<file path="src/rtl/resp_signature_checker_pkg.sv">
// Shared definitions for the response signature checker.
//   - FSM state encodings (StIdle / StRun / StDone)
//   - default MISR polynomial and seed
//   - misr_next(): one MISR step, used by the register and by any reference model
package resp_sig_pkg;

    localparam logic [1:0] StIdle = 2'd0;
    localparam logic [1:0] StRun  = 2'd1;
    localparam logic [1:0] StDone = 2'd2;

    localparam logic [15:0] DefaultPoly = 16'h1021;
    localparam logic [15:0] DefaultSeed = 16'hFFFF;

    // Widest signature the helper function supports.
    localparam int unsigned MaxSigW = 32;

    // One MISR step on a w-bit register held in the low bits of sig:
    // shift left, fold in POLY when the MSB falls out, then XOR the 4-bit response.
    function automatic logic [MaxSigW-1:0] misr_next(
        input logic [MaxSigW-1:0] sig,
        input logic [3:0]         din,
        input logic [MaxSigW-1:0] poly,
        input int unsigned        w
    );
        logic [MaxSigW-1:0] mask;
        logic [MaxSigW-1:0] shifted;
        logic [MaxSigW-1:0] fb;
        if (w >= MaxSigW) begin
            mask = '1;
        end else begin
            mask = (MaxSigW'(1) << w) - MaxSigW'(1);
        end
        shifted = (sig << 1) & mask;
        fb      = sig[w-1] ? (poly & mask) : '0;
        return shifted ^ fb ^ {{(MaxSigW-4){1'b0}}, din};
    endfunction

endpackage

</file>
<file path="src/rtl/resp_signature_checker_misr_reg.sv">
// Multiple-input signature register compacting a 4-bit response per enabled cycle.
//   clk, rst  : clock and synchronous active-high reset (loads SEED)
//   load_seed : reload SEED (takes priority over enable)
//   enable    : fold din into the signature this cycle
//   din       : 4-bit response
//   sig       : current signature
module misr_reg
    import resp_sig_pkg::*;
#(
    parameter int unsigned      SIG_W = 16,
    parameter logic [SIG_W-1:0] POLY  = SIG_W'(DefaultPoly),
    parameter logic [SIG_W-1:0] SEED  = SIG_W'(DefaultSeed)
) (
    input  logic             clk,
    input  logic             rst,
    input  logic             load_seed,
    input  logic             enable,
    input  logic [3:0]       din,
    output logic [SIG_W-1:0] sig
);

    logic [SIG_W-1:0] sig_q;
    logic [SIG_W-1:0] sig_d;

    always_comb begin
        sig_d = sig_q;
        if (load_seed) begin
            sig_d = SEED;
        end else if (enable) begin
            sig_d = SIG_W'(misr_next(MaxSigW'(sig_q), din, MaxSigW'(POLY), SIG_W));
        end
    end

    always_ff @(posedge clk) begin
        if (rst) begin
            sig_q <= SEED;
        end else begin
            sig_q <= sig_d;
        end
    end

    assign sig = sig_q;

endmodule

</file>
<file path="config.mk">
export PLATFORM = sky130hd
export DESIGN_NAME = misr_reg
export DESIGN_NICKNAME = d
export VERILOG_FILES = /design/src/rtl/resp_signature_checker_pkg.sv /design/src/rtl/resp_signature_checker_misr_reg.sv
export SDC_FILE = /design/constraint.sdc
export NUM_CORES = 1
export LEC_CHECK = 0
export BUFFER_PORTS_ARGS = -buffer_cell sky130_fd_sc_hd__buf_4
export CAP_MARGIN = 20
export CORE_UTILIZATION = 49
export DETAILED_ROUTE_END_ITERATION = 8
export PLACE_DENSITY_LB_ADDON = 0.25
export SLEW_MARGIN = 5
export SYNTH_ARGS = -nofsm -noshare
export SYNTH_HDL_FRONTEND = slang
export SYNTH_SLANG_ARGS = --single-unit
</file>
<file path="constraint.sdc">
create_clock -name clk -period 1.4 [get_ports clk]
set_clock_uncertainty 0.1 [all_clocks]
set_input_delay 0.14 -clock clk [delete_from_list [all_inputs] [get_ports clk]]
set_output_delay 0.14 -clock clk [all_outputs]
set_load 0.005 [all_outputs]
</file>
==> out/metrics.cfg, run 1 <==
[synthesis]
ys_seq_area_frac=0.4990
synth_cell_types=10
synth.avg_cell_area_um2=10.70
synth.area.mux_share=0.1559
netlist_area_um2=641.9
synth-warning-count=0
synth_xor_area_frac=0.08187
synth_compound_gate_area_share=0.04678
yosys.area_share.simple=0.1559
synth_edf_count=0
synth_fa_ha_area_frac=0
ys_ff_latch=16
synth_fp_nets=68
synth_area_leaders=dfxtp_1 50%, mux2i_1 16%, xnor2_1 8.2%
ys_top_cells_by_count=16 x dfxtp_1, 10 x mux2i_1, 10 x nand2_1
postSynthCellCount=60
synth_largest_area_cell=dfxtp_1
synth_top_area_frac=0.4990
yosysMostFrequentCell=dfxtp_1
async_reset_ff_frac=0
synth_flop_cell=dfxtp_1
synth_top_family_by_area=multiplexers

[detailed_routing]
wl_per_cell_um=12.58
drt-initial-drc-count=2
wl_met1_um=546
dr.pass1.iters=4
viasPerCell=5.134
drtAntennaViolNets=0
via_count=498
dr.max_layer_used=met4
drt-total-wl_um=1220
drc_errors=0
dr_wl_met3_um=62
met2WireLength_um=601

[critical_path]
crit_path_end_kind=primary output
critPathMaxStageDelay_ps=460
path_cells=buf_4
worst_ep_arrival_time_ps=890
cp-start-kind=flip-flop
crit_buf_inv=1
cp_max_fo=5
criticalPathCategory=flip-flop to primary output
slowest_stage=dfxtp_1
path_delay_family=flip-flops
critPathRequiredTime_ps=1160

[clock_network]
cts_buffers=3
cts_tree=yes
insertion_delay_ps=280
cts-root-buf=clkbuf_4
post-cts-setup-buffer-count=0
htreeDepth=1
cts_resized=0
path_clk_slew_ps=90
clkSinkCount=16
cts_hold_buffers=0
clock_path_buffers=2

[placement]
dp_slack_ps=341.6
numPortBuffers=23
place_inst=93
gp_congestion=0.7054
dpl_cell_area_um2=793.3
hpwl_um=829.3

[timing]
hold_viol_final=0
fmax_ghz=0.8815
rsz0062_at_grt=no
slew_violations=0
slew_headroom=0.7547
fin_crit_sh=0.8103
whs_ps=49.01
setup_viol=0
period_needed_ps=1134
worstMarginPinSlew_ps=367.5
tns_ps=0
setup_ws_ps=265.6

[layout]
antenna_cells=0
nets=92
largest_reg_flops=16
drive_above_1_share=0.3494
area_growth_pct=29.24
fin_area_um2=829.5
instances_no_fill=97
final_util=0.7175

[grt]
grt_first_pass_wirelength_um=1876
track_usage=0.1933
grt_pass1_vias=424
overflow=0
grt_antenna_before_repair=0
grt_max_degree=18

[die]
fp.dieH_um=38.19
dieArea_mm2=0.001458
fp.dieW_um=38.19
pin_count=24
initial_core_util=0.5552
core_area_mm2=0.001156
rows=12

[power]
power.total_mw=0.8447
leakage_nw=0.3461
irDropWorstVdd_v=0.0008451
powerDensity_mw_per_mm2=1018

[run]
maxCapViolCount=0

[min_path]
hold_class=primary input to flip-flop

[status]
status=finished, final reports clean

## report_power, final
group	internal, mW	total, mW	switching [mW]
Combinational	0.0411	0.0775	0.0364
Clock	0.158	0.296	0.138
Sequential	0.463	0.471	0.00734
## path summary, 6_finish.rpt
kind / depth (start not counted) / start / to / slack (ps)
min: 3 / din[1] / sig[1] / 50
min reg2reg: 2 / sig[6] / sig[7] / 410
max reg2reg: 2 / sig[3] / sig[3] / 460
max: 1 / sig[15] / sig[15] / 270
## placed cells by master (no fill, tap or decap)
cell      synthesis  layout
a21oi_1           6       6
dfxtp_1          16      16
xnor2_1           6       6
nor2_2            1       1
nand2_1          10      10
clkbuf_4          0       3
nor4_1            6       6
mux2i_1          10      10
buf_4             0      23
nor3b_4           1       1
clkbuf_8          0       1
## cells by family after synthesis
logic type             after synthesis
multiplexers                        10
AO/OA/AOI/OAI                        6
flip-flops                          16
buffers and inverters                4
AND/OR/NAND/NOR                     18
XOR/XNOR                             6
## routing by layer
metal | global-route usage | up-vias
met4 | 0.1339 | 0
met3 | 0.03488 | 2
met5 | 0 | -
met2 | 0.2966 | 14
li1 | - | 256
met1 | 0.2434 | 226
## area by class of cell
cell class / instances / area, um^2
multi-input combinational: 40 / 282.8
clock buffer: 4 / 36.28
fill: 93 / 326.6
tap: 14 / 17.52
timing repair buffer: 23 / 172.7
sequential: 16 / 320.3
## worst min-delay path, cell delays in order
cell,delay [ps]
buf_4,90
xnor2_1,100
a21oi_1,60
Note: power is estimated with default switching activity, not from simulation.
==> run 2, diff against run 1 <==
ABC_AREA = 1   (was not set)
CORE_UTILIZATION = 47   (was 49)
clock period = 1.13 ns   (was 1.4 ns; I/O delays follow)
==> run 2 against run 1 <==
Critical path depth is the same; via count grew 33%; sequential power grew 28%; synthesized cell count grew 75%; non-clock buffer count grew 1; first-iteration DRC count grew to 4.0 times the previous value; utilization shrank 4.9 points; flip-flop and latch count is the same; global-route usage shrank 0.55 points; die area grew 15%; cell count grew 48%; hold slack lost 23 ps; largest power group unchanged.
==> out/metrics.cfg, run 2 <==
[die]
pin_count=24  ; unchanged
initial_core_util=0.5264  ; -0.02878
dieArea_mm2=0.001672  ; +15%
rows=13  ; +1
core_area_mm2=0.001350  ; +17%
fp.dieH_um=40.89  ; +7.1%
fp.dieW_um=40.89  ; +7.1%

[run]
maxCapViolCount=0  ; unchanged

[synthesis]
yosysMostFrequentCell=nand2_1
synth_area_leaders=dfxtp_1 45%, nand2_1 25%, inv_1 7.9%
synth-warning-count=0  ; unchanged
synth_cell_types=11  ; +1
synth.avg_cell_area_um2=6.768  ; -37%
ys_top_cells_by_count=47 x nand2_1, 16 x dfxtp_1, 15 x inv_1
synth_edf_count=0  ; unchanged
synth_largest_area_cell=dfxtp_1
synth_top_area_frac=0.4507  ; -0.04832
ys_seq_area_frac=0.4507  ; -0.04832
synth_fp_nets=113  ; +66%
netlist_area_um2=710.7  ; +11%
ys_ff_latch=16  ; unchanged
synth_flop_cell=dfxtp_1
async_reset_ff_frac=0  ; unchanged
postSynthCellCount=105  ; +75%

[clock_network]
cts_resized=0  ; unchanged
clock_path_buffers=2  ; unchanged
cts-root-buf=clkbuf_4
cts_hold_buffers=0  ; unchanged
clkSinkCount=16  ; unchanged
cts_tree=yes
post-cts-setup-buffer-count=0  ; unchanged
insertion_delay_ps=280  ; about the same
path_clk_slew_ps=90  ; about the same
htreeDepth=1  ; unchanged
cts_buffers=3  ; unchanged

[layout]
antenna_cells=0  ; unchanged
drive_above_1_share=0.2248  ; -0.1246
area_growth_pct=26.94
nets=138  ; +50%
final_cell_mix=47 x nand2_1, 24 x buf_4, 16 x dfxtp_1
largest_reg_flops=16  ; unchanged
layout_commonest_cell=nand2_1
fill_cells=138  ; +48%

[power]
p_clk_frac=0.328  ; -0.023
powerDensity_mw_per_mm2=1246  ; +22%
irDropWorstVdd_v=0.0005623  ; -33%
switching_share=0.2393  ; +0.02371
leakage_nw=0.5379  ; +55%
pwr-share-seq=0.536  ; -0.021
p_int_mw=0.8552  ; +29%
power.total_mw=1.124  ; +33%
combPwrFrac=0.136  ; +0.044
switching_power_mw=0.2690  ; +48%

[detailed_routing]
drtAntennaViolNets=0  ; unchanged
dr.pass1.iters=4  ; unchanged
drt-initial-drc-count=8  ; +6
via_count=663  ; +33%
drt-total-wl_um=1350  ; +11%
viasPerCell=4.604  ; -10%
drc_errors=0  ; unchanged
wl_per_cell_um=9.375  ; -25%

[grt]
overflow=0  ; unchanged
track_usage=0.1878  ; -0.005526
grt_first_pass_wirelength_um=2035  ; +8.5%
grt_pass1_vias=486  ; +15%
grt_antenna_before_repair=0  ; unchanged
grt_max_degree=27  ; +9

[status]
status=finished, final reports clean

[timing]
setup_viol=0  ; unchanged
tns_ps=0  ; unchanged
rsz0062_at_grt=no
slew_violations=0  ; unchanged
fin_crit_sh=0.9074
whs_ps=26.07  ; -22.94 ps
slew_headroom=0.8274  ; +0.07272
period_needed_ps=1025
worstMarginPinSlew_ps=258.9  ; -108.7 ps
hold_viol_final=0  ; unchanged
fmax_ghz=0.9753

[min_path]
hold_class=primary input to flip-flop

[placement]
numPortBuffers=23  ; unchanged
hpwl_um=978.6  ; +18%
gp_congestion=0.6248  ; -11%

[critical_path]
cp-start-kind=flip-flop
worst_ep_arrival_time_ps=810  ; -80 ps
critPathMaxStageDelay_ps=400  ; -60 ps
path_cells=buf_4
crit_buf_inv=1  ; unchanged
crit_path_end_kind=primary output
slowest_stage=dfxtp_1
criticalPathCategory=flip-flop to primary output
path_delay_family=flip-flops
critPathRequiredTime_ps=920  ; -240 ps
cp_max_fo=3  ; -2

-- run 2: changes by cell type in the layout (fill, tap and decap cells not counted), sizes merged, moves of 7 or more --
cell / delta
mux2i: -10
nand3: +7
inv: +15
nor2: +12
nand2: +37
-- run 2: worst paths after layout --
path	end	cells past startpoint	slack, ps	startpoint
worst max-delay path	sig[12]	1	100	sig[12]
worst min register to register	sig[10]	2	390	sig[10]
worst max register to register	sig[5]	5	210	sig[15]
worst min-delay path	sig[3]	5	30	din[3]
-- run 2: through the flow --
stage          instances  utilization  instance area, um^2  setup WS [ps]
6_report             144       0.6682                902.1          104.7
5_1_grt              144       0.6682                902.1          57.49
3_3_place_gp         140       0.6413                865.8          227.5
3_5_place_dp         140       0.6413                865.8          186.9
4_1_cts              144       0.6682                902.1          88.15
2_1_floorplan        105            -                710.7          282.6
-- run 2: power by group through the flow --
stage	combinational [mW]	clock, mW	sequential [mW]
after floorplan	0.0961	0	0.616
after global placement	0.149	0	0.615
after detailed placement	0.153	0	0.616
after CTS	0.154	0.385	0.603
after global routing	0.175	0.408	0.606
final	0.153	0.368	0.603
-- run 2: final cells by class --
class / instances / area (um^2) / area share
Multi-Input combinational cell: 70 / 290.3 / 0.3218
Timing Repair Buffer: 24 / 180.2 / 0.1997
Tap cell: 15 / 18.77 / 0.02080
Inverter: 15 / 56.30 / 0.06241
Sequential cell: 16 / 320.3 / 0.3551
Clock buffer: 4 / 36.28 / 0.04022
-- run 2: cells by family after synthesis --
group / after synthesis / share of synthesized area
compound gates: 3 / 0.03169
buf+inv: 19 / 0.1408
flops: 16 / 0.4507
simple gates: 67 / 0.3768
-- run 2: worst min-delay path, stage by stage --
cell,delay [ps]
buf_4,80
nand2_1,40
nand2_1,50
nand2_1,40
nand2_1,40
-- run 2: layer usage --
metal,vias to the layer above,track usage,wire length (um),part of all wire
met4,0,0.1000,16,0.012
met3,2,0.03261,60,0.044
met1,285,0.2533,654,0.48
met2,16,0.2813,619,0.46
li1,360,-,-,-
met5,-,0,0,0
